===== src/rtl/j1_io_uart_pkg.sv =====
// j1_io_uart_pkg: IO address map, status bit positions and UART FSM encoding
package j1_io_uart_pkg;
    localparam logic [15:0] IO_UART_DATA = 16'h1000;
    localparam logic [15:0] IO_UART_STAT = 16'h2000;
    localparam logic [15:0] IO_LEDS      = 16'h0004;
    localparam int ST_TX_READY = 0;
    localparam int ST_RX_VALID = 1;
    localparam int ST_OVERRUN  = 2;
    localparam logic [1:0] S_IDLE  = 2'd0;
    localparam logic [1:0] S_START = 2'd1;
    localparam logic [1:0] S_DATA  = 2'd2;
    localparam logic [1:0] S_STOP  = 2'd3;
endpackage


===== src/rtl/j1_io_uart_baud_timer.sv =====
// uart_baud_timer: loadable down-counter; tick is high while the count sits at zero
module uart_baud_timer (
    input  logic        clk,
    input  logic        reset,
    input  logic        load,
    input  logic [15:0] load_val,
    output logic        tick
);
    logic [15:0] cnt;
    always_ff @(posedge clk) begin
        if (reset) cnt <= '0;
        else if (load) cnt <= load_val;
        else if (cnt != 16'd0) cnt <= cnt - 16'd1;
    end
    assign tick = cnt == 16'd0;
endmodule


===== src/rtl/j1_io_uart.sv =====
// j1_io_uart: j1 IO-space peripheral with 8N1 UART, status register and LED register
module j1_io_uart
    import j1_io_uart_pkg::*;
#(
    parameter int WIDTH  = 16,
    parameter int CLKDIV = 104,
    parameter int LED_W  = 8
) (
    input  logic             clk,
    input  logic             reset,
    input  logic             io_rd,
    input  logic             io_wr,
    input  logic [15:0]      mem_addr,
    input  logic [WIDTH-1:0] dout,
    output logic [WIDTH-1:0] io_din,
    output logic             uart_tx,
    input  logic             uart_rx,
    output logic [LED_W-1:0] leds
);
    logic [1:0] tx_state, rx_state;
    logic [2:0] tx_bit, rx_bit, status;
    logic [7:0] tx_sh, rx_sh, rx_byte;
    logic tx_ready, rx_valid, overrun, tx_tick, rx_tick;
    logic rx_s0, rx_s1, rx_s2;
    logic wr_data, wr_leds, rd_data, rd_stat, tx_go, rx_fall, rx_done, unused_dout;

    assign wr_data = io_wr && mem_addr == IO_UART_DATA;
    assign wr_leds = io_wr && mem_addr == IO_LEDS;
    assign rd_data = io_rd && mem_addr == IO_UART_DATA;
    assign rd_stat = io_rd && mem_addr == IO_UART_STAT;
    assign tx_go   = wr_data && tx_ready;
    assign rx_fall = rx_s2 && !rx_s1;
    assign rx_done = rx_state == S_STOP && rx_tick && rx_s1;
    assign unused_dout = ^dout;
    assign status[ST_TX_READY] = tx_ready;
    assign status[ST_RX_VALID] = rx_valid;
    assign status[ST_OVERRUN]  = overrun;

    uart_baud_timer tx_timer (
        .clk(clk), .reset(reset),
        .load(tx_go || (tx_state != S_IDLE && tx_tick)),
        .load_val(16'(CLKDIV - 1)), .tick(tx_tick)
    );
    // RX reloads to half a bit on the start edge so later samples land mid-bit
    uart_baud_timer rx_timer (
        .clk(clk), .reset(reset),
        .load(rx_state == S_IDLE ? rx_fall : rx_tick),
        .load_val(rx_state == S_IDLE ? 16'(CLKDIV / 2 - 1) : 16'(CLKDIV - 1)), .tick(rx_tick)
    );

    always_ff @(posedge clk) begin
        if (reset) begin
            tx_state <= S_IDLE;
            tx_ready <= 1'b1;
            uart_tx  <= 1'b1;
            tx_bit   <= '0;
            tx_sh    <= '0;
        end else if (tx_go) begin
            tx_state <= S_START;
            tx_ready <= 1'b0;
            uart_tx  <= 1'b0;
            tx_bit   <= '0;
            tx_sh    <= dout[7:0];
        end else if (tx_tick) begin
            case (tx_state)
                S_START: begin
                    tx_state <= S_DATA;
                    uart_tx  <= tx_sh[0];
                    tx_sh    <= tx_sh >> 1;
                end
                S_DATA: begin
                    tx_bit   <= tx_bit + 3'd1;
                    tx_state <= tx_bit == 3'd7 ? S_STOP : S_DATA;
                    uart_tx  <= tx_bit == 3'd7 ? 1'b1 : tx_sh[0];
                    tx_sh    <= tx_sh >> 1;
                end
                S_STOP: begin
                    tx_state <= S_IDLE;
                    tx_ready <= 1'b1;
                end
                default: ;
            endcase
        end
    end

    always_ff @(posedge clk) begin
        if (reset) begin
            {rx_s0, rx_s1, rx_s2} <= 3'b111;
            rx_state <= S_IDLE;
            rx_bit   <= '0;
            rx_sh    <= '0;
        end else begin
            {rx_s0, rx_s1, rx_s2} <= {uart_rx, rx_s0, rx_s1};
            case (rx_state)
                S_IDLE: rx_state <= rx_fall ? S_START : S_IDLE;
                S_START: if (rx_tick) begin
                    rx_state <= rx_s1 ? S_IDLE : S_DATA;
                    rx_bit   <= '0;
                end
                S_DATA: if (rx_tick) begin
                    rx_sh    <= {rx_s1, rx_sh[7:1]};
                    rx_bit   <= rx_bit + 3'd1;
                    rx_state <= rx_bit == 3'd7 ? S_STOP : S_DATA;
                end
                S_STOP: rx_state <= rx_tick ? S_IDLE : S_STOP;
                default: ;
            endcase
        end
    end

    always_ff @(posedge clk) begin
        if (reset) begin
            io_din   <= '0;
            leds     <= '0;
            rx_byte  <= '0;
            rx_valid <= 1'b0;
            overrun  <= 1'b0;
        end else begin
            if (rx_done) rx_byte <= rx_sh;
            rx_valid <= rx_done || (rx_valid && !rd_data);
            overrun  <= (rx_done && rx_valid && !rd_data) || (overrun && !rd_stat);
            if (wr_leds) leds <= dout[LED_W-1:0];
            if (io_rd) io_din <= rd_data ? WIDTH'(rx_byte) :
                                 rd_stat ? WIDTH'(status) :
                                 mem_addr == IO_LEDS ? WIDTH'(leds) : '0;
        end
    end
endmodule


===== config.mk =====
export PLATFORM = sky130hd
export DESIGN_NAME = j1_io_uart
export DESIGN_NICKNAME = d
export VERILOG_FILES = /design/src/rtl/j1_io_uart_pkg.sv /design/src/rtl/j1_io_uart_baud_timer.sv /design/src/rtl/j1_io_uart.sv
export SDC_FILE = /design/constraint.sdc
export NUM_CORES = 1
export LEC_CHECK = 0
export CAP_MARGIN = 25
export CELL_PAD_IN_SITES_DETAIL_PLACEMENT = 1
export CELL_PAD_IN_SITES_GLOBAL_PLACEMENT = 2
export CORE_MARGIN = 5
export CORE_UTILIZATION = 27
export DETAILED_ROUTE_END_ITERATION = 8
export PLACE_DENSITY = 0.79
export SETUP_SLACK_MARGIN = 0.02
export SLEW_MARGIN = 20
export SYNTH_ARGS = -nofsm -noshare
export SYNTH_HDL_FRONTEND = slang
export SYNTH_SLANG_ARGS = --single-unit

===== constraint.sdc =====
create_clock -name clk -period 2.88 [get_ports clk]
set_clock_uncertainty 0.1 [all_clocks]
set_input_delay 0.576 -clock clk [delete_from_list [all_inputs] [get_ports clk]]
set_output_delay 0.576 -clock clk [all_outputs]
set_load 0.05 [all_outputs]

==> run_results.csv, run 1 <==
group,metric,value,unit
timing,setup_violations,0,
route,wl_met1,4774,µm
logic_synthesis,synth.avg_cell_area,8.764,µm²
logic_synthesis,synth_edf_count,0,
logic_synthesis,synth_xor_area_share,3.836,%
power,ir_drop,0.3735,mV
clock_network,cts_tree,"built",
floorplan,core_area,0.01509,mm²
route,met2_wirelength,5149,µm
logic_synthesis,synthArstFlopShare,0,%
power,p_per_area,872.0,mW/mm²
logic_synthesis,ys_warn_count,0,
layout,layout.nets,564,
clock_network,numCtsBuffers,9,
route,wirelength,10530,µm
placed_design,dpl_cell_area,0.004743,mm²
logic_synthesis,synth.top_cell.area_share,43.35,%
clock_network,post_cts_buffers,0,
logic_synthesis,synth_cells,469,
outcome,status,"finished clean",
floorplan,die_y,133.4,µm
clock_network,postCtsResizedCells,0,
grt,grt_pass1_wl,17970,µm
layout,syn_to_final_growth,22.68,%
route,highest_layer,"met4",
logic_synthesis,synth_top_area_cell,"dfxtp_1",
clock_network,cts_root_buf,"clkbuf_16",
timing,rsz0062_at_grt,"no",
logic_synthesis,synthAdderAreaFrac,3.957,%
logic_synthesis,synth.distinct_cells,57,
clock_network,h-tree-depth,3,
floorplan,initial_core_util,27.24,%
logic_synthesis,ys_ff_latch,89,
route,drtIter0Drc,133,
layout,final_cell_mix,"dfxtp_1, nor2_1, nand2_1, clkdlybuf4s50_1, a21oi_1",
placed_design,gp_congestion,0.7570,
logic_synthesis,synth_seq_area_share,43.35,%
hold_path,hold_end,"rx_s1",
timing,relSlewSlack,60.29,%
worst_setup_path,end_kind,"register",
route,final_antenna_net_count,0,
worst_setup_path,crit_arrival,2.78,ns
hold_path,hold_depth,1,
hold_path,hold_start,"rx_s0",
timing,max_freq,0.3861,GHz
clock_network,cts_hold_buffers,0,
logic_synthesis,syn_area,0.004110,mm²
worst_setup_path,worstPathRequired,3.07,ns
logic_synthesis,muxShareOfSynthArea,5.114,%
worst_setup_path,rr_endpoint,"rx_timer.cnt[1]",
worst_setup_path,worstSetupPathType,"reg2reg",
floorplan,ios,62,
worst_setup_path,r2r_setup_slack,0.29,ns
route,wl_met3,367,µm
layout,layout-drive-gt1-share,7.129,%
logic_synthesis,synth_top_family_by_area,"simple AND/OR/NAND/NOR gates",
grt,grt_antenna_before_repair,0,
timing,tns,0,ns
placed_design,hpwl,7800,µm
floorplan,num_rows,45,
grt,grt.overflow.total,0,
timing,fin_crit_sh,89.93,%
timing,maxSlewViolCount,0,
timing,fin_crit,2.590,ns
worst_setup_path,path_max_fanout,15,
floorplan,dieArea,0.01779,mm²
route,drcViolationCount,0,
route,drtPass1Iterations,4,
route,drt-wirelength-per-cell,14.90,µm
clock_network,clk_latency,0.36,ns
layout,n_antenna_cell,0,
layout,post-route-cell-area,0.005042,mm²
worst_setup_path,crit_path_start_kind,"register",
clock_network,path_clk_slew,0.07,ns
grt,grt_start_max_net_pins,25,
layout,final_common_cell,"dfxtp_1",
flow_run,cap_violations,0,
logic_synthesis,synth-simple-area-share,25.78,%
clock_network,cts_buffer_depth,2,
route,via_count,3538,
grt,grt_util_all_layers,12.43,%
floorplan,die_w,133.4,µm
timing,worstMarginPinSlew,0.5901,ns
power,leakage,1.870,nW
logic_synthesis,yosys-top-cells-area,"dfxtp_1, nor2_1, mux2i_1",
placed_design,port_buffers,45,
timing,hold_viol_final,0,
logic_synthesis,synthFlopType,"dfxtp_1",
worst_setup_path,crit_start,"rx_timer.cnt[0]",
grt,grt_pass1_vias,3703,
hold_path,hold_class,"reg2reg",
worst_setup_path,r2r-start,"rx_timer.cnt[0]",
clock_network,cts.sinks,89,
route,vias_per_cell,5.004,
worst_setup_path,r2r_cells,8,
logic_synthesis,synth_compound_area_share,13.42,%
## cell families (layout without fill, tap and decap cells)
| family | after synthesis | after routing |
|---|---|---|
| AO/OA/AOI/OAI | 87 | 87 |
| XOR/XNOR | 18 | 18 |
| adder cells (fa/ha/maj) | 13 | 13 |
| buffers and inverters | 37 | 80 |
| flip-flops | 89 | 89 |
| multiplexers | 21 | 21 |
| other | 1 | 8 |
| AND/OR/NAND/NOR | 203 | 203 |
## layout make-up
cell class | instances | area (µm²)
fill | 1788 | 10050
sequential | 89 | 1782
clock inverter | 4 | 52.55
multi-input combinational | 350 | 2172
inverter | 9 | 33.78
clock buffer | 12 | 246.5
timing repair buffer | 55 | 520.5
tap | 188 | 235.2
## metrics by stage
step | hold WS (ns) | instances | power, mW | util [%] | setup WS (ns)
2_1_floorplan | 0.2895 | 476 | 2.849 | - | 0.7355
3_3_place_gp | 0.2970 | 691 | 3.171 | 31.43 | 0.2344
3_5_place_dp | 0.2950 | 691 | 3.232 | 31.43 | 0.1694
4_1_cts | 0.3092 | 707 | 4.457 | 33.42 | 0.2849
5_1_grt | 0.3345 | 707 | 4.728 | 33.42 | 0.07671
6_report | 0.3069 | 707 | 4.397 | 33.42 | 0.2900
## flip-flops by register name, indices dropped and copies added, names as in the netlist
| name | count |
|---|---|
| tx_state | 2 |
| rx_sh | 8 |
| tx_sh | 8 |
| tx_timer.cnt | 16 |
| tx_ready | 1 |
| rx_byte | 8 |
| io_din | 8 |
| overrun | 1 |
| rx_bit | 3 |
| uart_tx | 1 |
| leds | 8 |
| tx_bit | 3 |
| rx_s1 | 1 |
| rx_s2 | 1 |
| rx_state | 2 |
| rx_s0 | 1 |
| rx_valid | 1 |
| rx_timer.cnt | 16 |
## power breakdown
part / internal (mW) / switching (mW) / total (mW)
Clock: 0.698 / 0.497 / 1.20
Sequential: 1.42 / 0.193 / 1.61
Combinational: 0.710 / 0.883 / 1.59
## critical path, cell delays in order (launching register included)
cell and delay (ns):
dfxtp_1 0.33, inv_1 0.13, ha_1 0.18, or4b_1 0.51, nor4_4 0.46, buf_4 0.29
and2b_1 0.20, a31o_2 0.20, a21oi_1 0.13
## routing by layer
metal	GRT usage, %	vias up
met4	5.429	0
met5	0	-
met2	21.08	65
met1	14.95	1701
met3	3.097	22
li1	-	1750
## synth_stat cells, drive strengths merged (2+ instances only)
cell type   n
a211oi      8
a21oi      38
a221oi      5
a222oi      2
a2bb2oi     3
a31o        2
a31oi       5
and2        3
and3        5
and4        3
buf        13
clkbuf     15
dfxtp      89
ha         13
inv         8
mux2i      21
nand2      50
nand3      10
nand3b      6
nand4       6
nand4b      3
nor2       58
nor2b       4
nor3       17
nor3b       7
nor4       11
nor4b       3
o211ai      2
o21a        2
o21ai      10
o22ai       3
or2         4
or3         3
or4         6
xnor2      11
xor2        7
## how the worst max path moves through the flow
stage	to	slack, ns	cells after the start
6_report	rx_timer.cnt[1]	0.29	8
5_1_grt	overrun	0.08	7
4_1_cts	rx_timer.cnt[1]	0.28	8
2_1_floorplan	rx_sh[1]	0.74	9
3_5_place_dp	leds[5]	0.17	6
3_3_place_gp	leds[3]	0.23	6
(Power assumes the default switching activity.)
==> run 2, diff against run 1 <==
Settings changed: CTS_CLUSTER_SIZE set to 10.
==> results of run 2 <==
The final DEF is identical to that of run 1; final timing and power are the same.
==> run 3, diff against run 2 <==
Settings changed: PLACE_DENSITY 0.79 to 0.78, SYNTH_HIERARCHICAL set to 1.
==> run_results.csv, run 3 <==
group,metric,value,unit
outcome,status,"finished clean",
hold_path,hold_start,"rx_s0",
worst_setup_path,path_max_fanout,7,
layout,layout-drive-gt1-share,13.58,%
logic_synthesis,synth_top_area_cell,"dfxtp_1",
grt,grt.overflow.total,0,
timing,worstMarginPinSlew,0.6637,ns
clock_network,cts_tree,"built",
worst_setup_path,crit_path_start_kind,"register",
clock_network,cts.sinks,89,
layout,final_common_cell,"dfxtp_1",
grt,grt_pass1_vias,4481,
worst_setup_path,crit_buf_inv,2,
layout,final_cell_mix,"dfxtp_1, nand2_1, a21oi_1, clkdlybuf4s50_1, conb_1",
timing,hold_viol_final,0,
floorplan,ios,62,
worst_setup_path,cp_slowest_cell,"or4_4",
grt,grt_antenna_before_repair,0,
timing,relSlewSlack,55.38,%
placed_design,gp_congestion,0.7462,
clock_network,clk_latency,0.36,ns
logic_synthesis,synth_cells,550,
floorplan,initial_core_util,27.63,%
timing,fin_crit_sh,94.20,%
grt,grt_util_all_layers,13.01,%
route,drtPass1Iterations,4,
hold_path,hold_class,"reg2reg",
logic_synthesis,yosysMostFrequentCell,"dfxtp_1",
logic_synthesis,synth.distinct_cells,68,
worst_setup_path,r2r-start,"rx_timer/cnt[0]",
power,power,4.812,mW
power,ir_drop,0.2799,mV
worst_setup_path,crit_arrival,2.87,ns
layout,n_antenna_cell,0,
clock_network,numCtsBuffers,9,
placed_design,dpl_cell_area,0.005522,mm²
layout,post-route-cell-area,0.005869,mm²
timing,rsz0062_at_grt,"yes",
logic_synthesis,yosys-top-cells-area,"dfxtp_1, nand2_1, a21oi_1",
floorplan,core_area,0.01664,mm²
timing,tns,0,ns
grt,grt_pass1_wl,21350,µm
floorplan,die_y,140.5,µm
route,via_count,4143,
layout,final_cells,868,
timing,setup_violations,0,
logic_synthesis,ys_ff_latch,89,
hold_path,hold_end,"rx_s1",
timing,holdWs,0.3462,ns
logic_synthesis,ys_warn_count,6,
floorplan,dieArea,0.01974,mm²
worst_setup_path,worstPathRequired,3.04,ns
worst_setup_path,cp.depth,12,
logic_synthesis,synth.top_cell.area_share,38.75,%
route,wirelength,12330,µm
timing,fin_crit,2.713,ns
hold_path,hold_depth,1,
placed_design,dp.cells,848,
logic_synthesis,synthArstFlopShare,0,%
route,final_antenna_net_count,0,
clock_network,path_clk_slew,0.07,ns
worst_setup_path,cp_slowest_stage_delay,0.53,ns
clock_network,cts_hold_buffers,0,
flow_run,cap_violations,0,
power,leakage,2.208,nW
worst_setup_path,cp_cell_sequence,"inv_1, ha_2, or3b_2, or4_4, nor2_2, buf_4, nand2_1, o21ai_2, nor2_4, a21oi_2, a31oi_1, and3_1",
worst_setup_path,critPathTopFamily,"simple AND/OR/NAND/NOR gates",
logic_synthesis,synth_common_cells,"dfxtp_1, nand2_1, a21oi_1",
timing,maxSlewViolCount,0,
route,drtIter0Drc,110,
logic_synthesis,synth_seq_area_share,38.75,%
route,drcViolationCount,0,
grt,grt_start_max_net_pins,83,
logic_synthesis,synth.avg_cell_area,8.360,µm²
route,vias_per_cell,4.773,
clock_network,cts_root_buf,"clkbuf_16",
clock_network,h-tree-depth,3,
layout,layout.nets,691,
power,p_per_area,819.8,mW/mm²
floorplan,die_w,140.5,µm
worst_setup_path,end_kind,"register",
logic_synthesis,synth_edf_count,0,
worst_setup_path,worstSetupPathType,"reg2reg",
worst_setup_path,r2r_cells,12,
placed_design,port_buffers,45,
floorplan,num_rows,47,
placed_design,hpwl,9014,µm
route,drt-wirelength-per-cell,14.21,µm
logic_synthesis,synthFlopType,"dfxtp_1",
layout,syn_to_final_growth,27.65,%
worst_setup_path,rr_endpoint,"rx_timer/cnt[15]",
logic_synthesis,syn_area,0.004598,mm²
clock_network,cts_buffer_depth,2,
layout,top_regs,"rx_timer/cnt: 16 flops, tx_timer/cnt: 16 flops",
worst_setup_path,r2r_setup_slack,0.17,ns
timing,max_freq,0.3686,GHz
## run 3: per-stage QoR
| step | setup WS (ns) | util [%] |
|---|---|---|
| 5_1_grt | -0.01258 | 35.27 |
| 3_3_place_gp | 0.06498 | 33.18 |
| 6_report | 0.1670 | 35.27 |
| 2_1_floorplan | 0.06995 | - |
| 3_5_place_dp | 0.03186 | 33.18 |
| 4_1_cts | 0.08469 | 34.93 |
## run 3: worst max-delay path by stage
stage                          startpoint               end  slack (ns)
after floorplan           rx_timer/cnt[0]          rx_sh[0]        0.07
after global placement        mem_addr[1]  tx_timer/cnt[15]        0.06
after detailed placement      mem_addr[1]  tx_timer/cnt[15]        0.03
after CTS                 rx_timer/cnt[0]          rx_sh[1]        0.08
after global routing      rx_timer/cnt[0]   rx_timer/cnt[0]       -0.01
final                     rx_timer/cnt[0]  rx_timer/cnt[15]        0.17
## run 3: timing repair
action / CTS / global route
endpoints found under the hold margin: 0 / 0
setup buffers: 0 / 4
gates resized for setup: 0 / 6
setup endpoints to repair: 0 / 27
## run 3: logic make-up (layout without fill, tap and decap cells)
family | Yosys count | count (layout) | synth area share (%)
compound gates | 129 | 129 | 17.39
xor+xnor | 21 | 21 | 4.000
fa+ha+maj | 11 | 11 | 2.993
buf+inv | 49 | 107 | 5.142
flops | 89 | 89 | 38.75
mux | 15 | 15 | 3.728
other cells | 2 | 42 | 0.1633
simple gates | 234 | 234 | 27.84
## run 3: final cells by class
class,instances,area (µm²)
clock buffer,9,225.2
clock inverter,7,66.31
fill,1949,10770
inverter,14,52.55
multi-input combinational,452,2766
sequential,89,1782
tap,220,275.3
timing repair buffer,77,701.9
## run 3: routing by layer
metal  vias to the layer above  wire length [µm]  GRT usage, %
met5                         -                 0             0
met4                         0               194         4.844
met3                        10               511         3.476
met2                        60              5828         21.52
met1                      1985              5798         16.22
li1                       2088                 -             -
## run 3: power by group
| part | internal, mW | switching [mW] | leakage, nW |
|---|---|---|---|
| clock network | 0.614 | 0.578 | 0.146 |
| registers | 1.44 | 0.261 | 0.723 |
| logic | 0.887 | 1.03 | 1.34 |
| total | 2.94 | 1.87 | 2.21 |
==> RTL change (config.mk and constraints of run 2) <==
Set the parameter `LED_W` to 7 (it was 8).
--- a/src/rtl/j1_io_uart.sv
+++ b/src/rtl/j1_io_uart.sv
@@ -4,7 +4,7 @@
 #(
     parameter int WIDTH  = 16,
     parameter int CLKDIV = 104,
-    parameter int LED_W  = 8
+    parameter int LED_W  = 7
 ) (
     input  logic             clk,
     input  logic             reset,
Interface: changed (resized leds); port bits go from 62 to 61. The function was not compared with the original's and may differ.
==> RTL change against run 2 <==
Via count rose by 2.8%. Sequential cell count fell by 1. Clock power fell by 9%. Power rose by 2.2%. Design area rose by 1.6%. Count of clock-buffer cells in the layout did not move. Worst setup slack improved by 0.027 ns. Cell count rose by 2.0%. Routed wire length rose by 6.9%. Largest power group is now combinational logic. Synthesized area rose by 0.82%. Sequential share of layout area fell by 0.96 points.
==> RTL change: results (changes against run 2) <==
run_status:
  status: "finished clean"  # unchanged
power_and_ir_drop:
  clockPowerShare: 0.242  # was 0.272
  switching_share: 0.3849  # was 0.3577
  power_leakage_nw: 1.906  # was 1.870 nW
  ir_drop_v: 0.0002588  # was 0.0003735 V
  p_int_w: 0.002763  # was 0.002824 W
drt:
  dr.first_iter.drc_count: 126  # was 133
  wl_met1_um: 5268  # was 4774 um
  vias: 3636  # was 3538
  route.met3.wl_um: 229  # was 367 um
  wl_met2_um: 5641  # was 5149 um
  wl_per_cell_um: 15.62  # was 14.90 um
cells_and_area:
  nonClkBufAreaFrac: 0.1167  # was 0.1032
  sh_seq_area: 0.3437  # was 0.3533
  area_growth_pct: 23.67  # was 22.68%
  multi_input_gates: 359  # was 350
  layout-drive-gt1-share: 0.09006  # was 0.07129
  area_share_clock_buf_inv: 0.05347  # was 0.05931
  final_cell_count_no_fill: 721  # was 707
  fillers: 1761  # was 1788
  fin_nets: 579  # was 564
  multi_input_area_share: 0.4351  # was 0.4308
  inv_count: 7  # was 9
grt:
  grt_usage: 0.1271  # was 0.1243
  grt_use_met1: 0.1616  # was 0.1495
  grt_pass1_vias: 3817  # was 3703
  use_met3: 0.02288  # was 0.03097
  grt_pass1_wl_um: 18790  # was 17970 um
  met2_usage: 0.2173  # was 0.2108
synthesis:
  netlist_top_cells_count: "88 x dfxtp_1, 54 x nor2_1, 46 x a21oi_1"  # was 89 x dfxtp_1, 58 x nor2_1, 50 x nand2_1
  netlist_area_mm2: 0.004144  # was 0.004110 mm^2
  synth_compound_gate_area_share: 0.1458  # was 0.1342
  synthMuxAreaShare: 0.05797  # was 0.05114
  synth-adder-area-share: 0.03925  # was 0.03957
  syn_inst: 478  # was 469
  synth_xor_area_frac: 0.03170  # was 0.03836
  synth.area.top_cells: "dfxtp_1 43%, mux2i_1 5.8%, a21oi_1 5.6%"  # was dfxtp_1 43%, nor2_1 5.3%, mux2i_1 5.1%
  seq_area_frac_synth: 0.4251  # was 0.4335
placed_design:
  dp_slack_ns: -0.02739  # was 0.1694 ns
  postPlaceCellArea_mm2: 0.004851  # was 0.004743 mm^2
  place_congestion: 0.7705  # was 0.7570
  placed_cells: 706  # was 691
  hpwl_um: 8290  # was 7800 um
  numPortBuffers: 44  # was 45
critical_path:
  required_ns: 3.03  # was 3.07 ns
  max_stage_delay_ns: 0.59  # was 0.51 ns
  path_max_fanout: 8  # was 15
  crit_slowest_cell: "or4_1"  # was or4b_1
sta:
  fin_crit_sh: 0.8901  # was 0.8993
  worstMarginPinSlew_ns: 0.6250  # was 0.5901 ns
cts:
  clk_pin_slew_ns: 0.06
  clkLatencyLatePin_ns: 0.33  # was 0.36 ns
  cts.sinks: 88  # was 89
[RTL change: changes by cell type in the layout (fill, tap and decap cells not counted), sizes merged, moves of 6 or more]
| cell | run 2 | this run |
|---|---|---|
| nand2 | 50 | 38 |
| nand3 | 10 | 17 |
| buf | 11 | 21 |
| nand2b | 1 | 9 |
| nor3 | 17 | 10 |
| nor3b | 7 | 1 |
| a22o | 0 | 6 |
| o21ai | 10 | 18 |
| or3 | 3 | 9 |
| a21oi | 38 | 46 |
[RTL change: final timing paths]
check                                 to  cells past startpoint  slack, ns             from
worst max-delay path            rx_sh[0]                      7       0.32  rx_timer.cnt[0]
worst min-delay path               rx_s1                      1       0.34            rx_s0
worst max register to register  rx_sh[0]                      7       0.32  rx_timer.cnt[0]
worst min register to register     rx_s1                      1       0.34            rx_s0
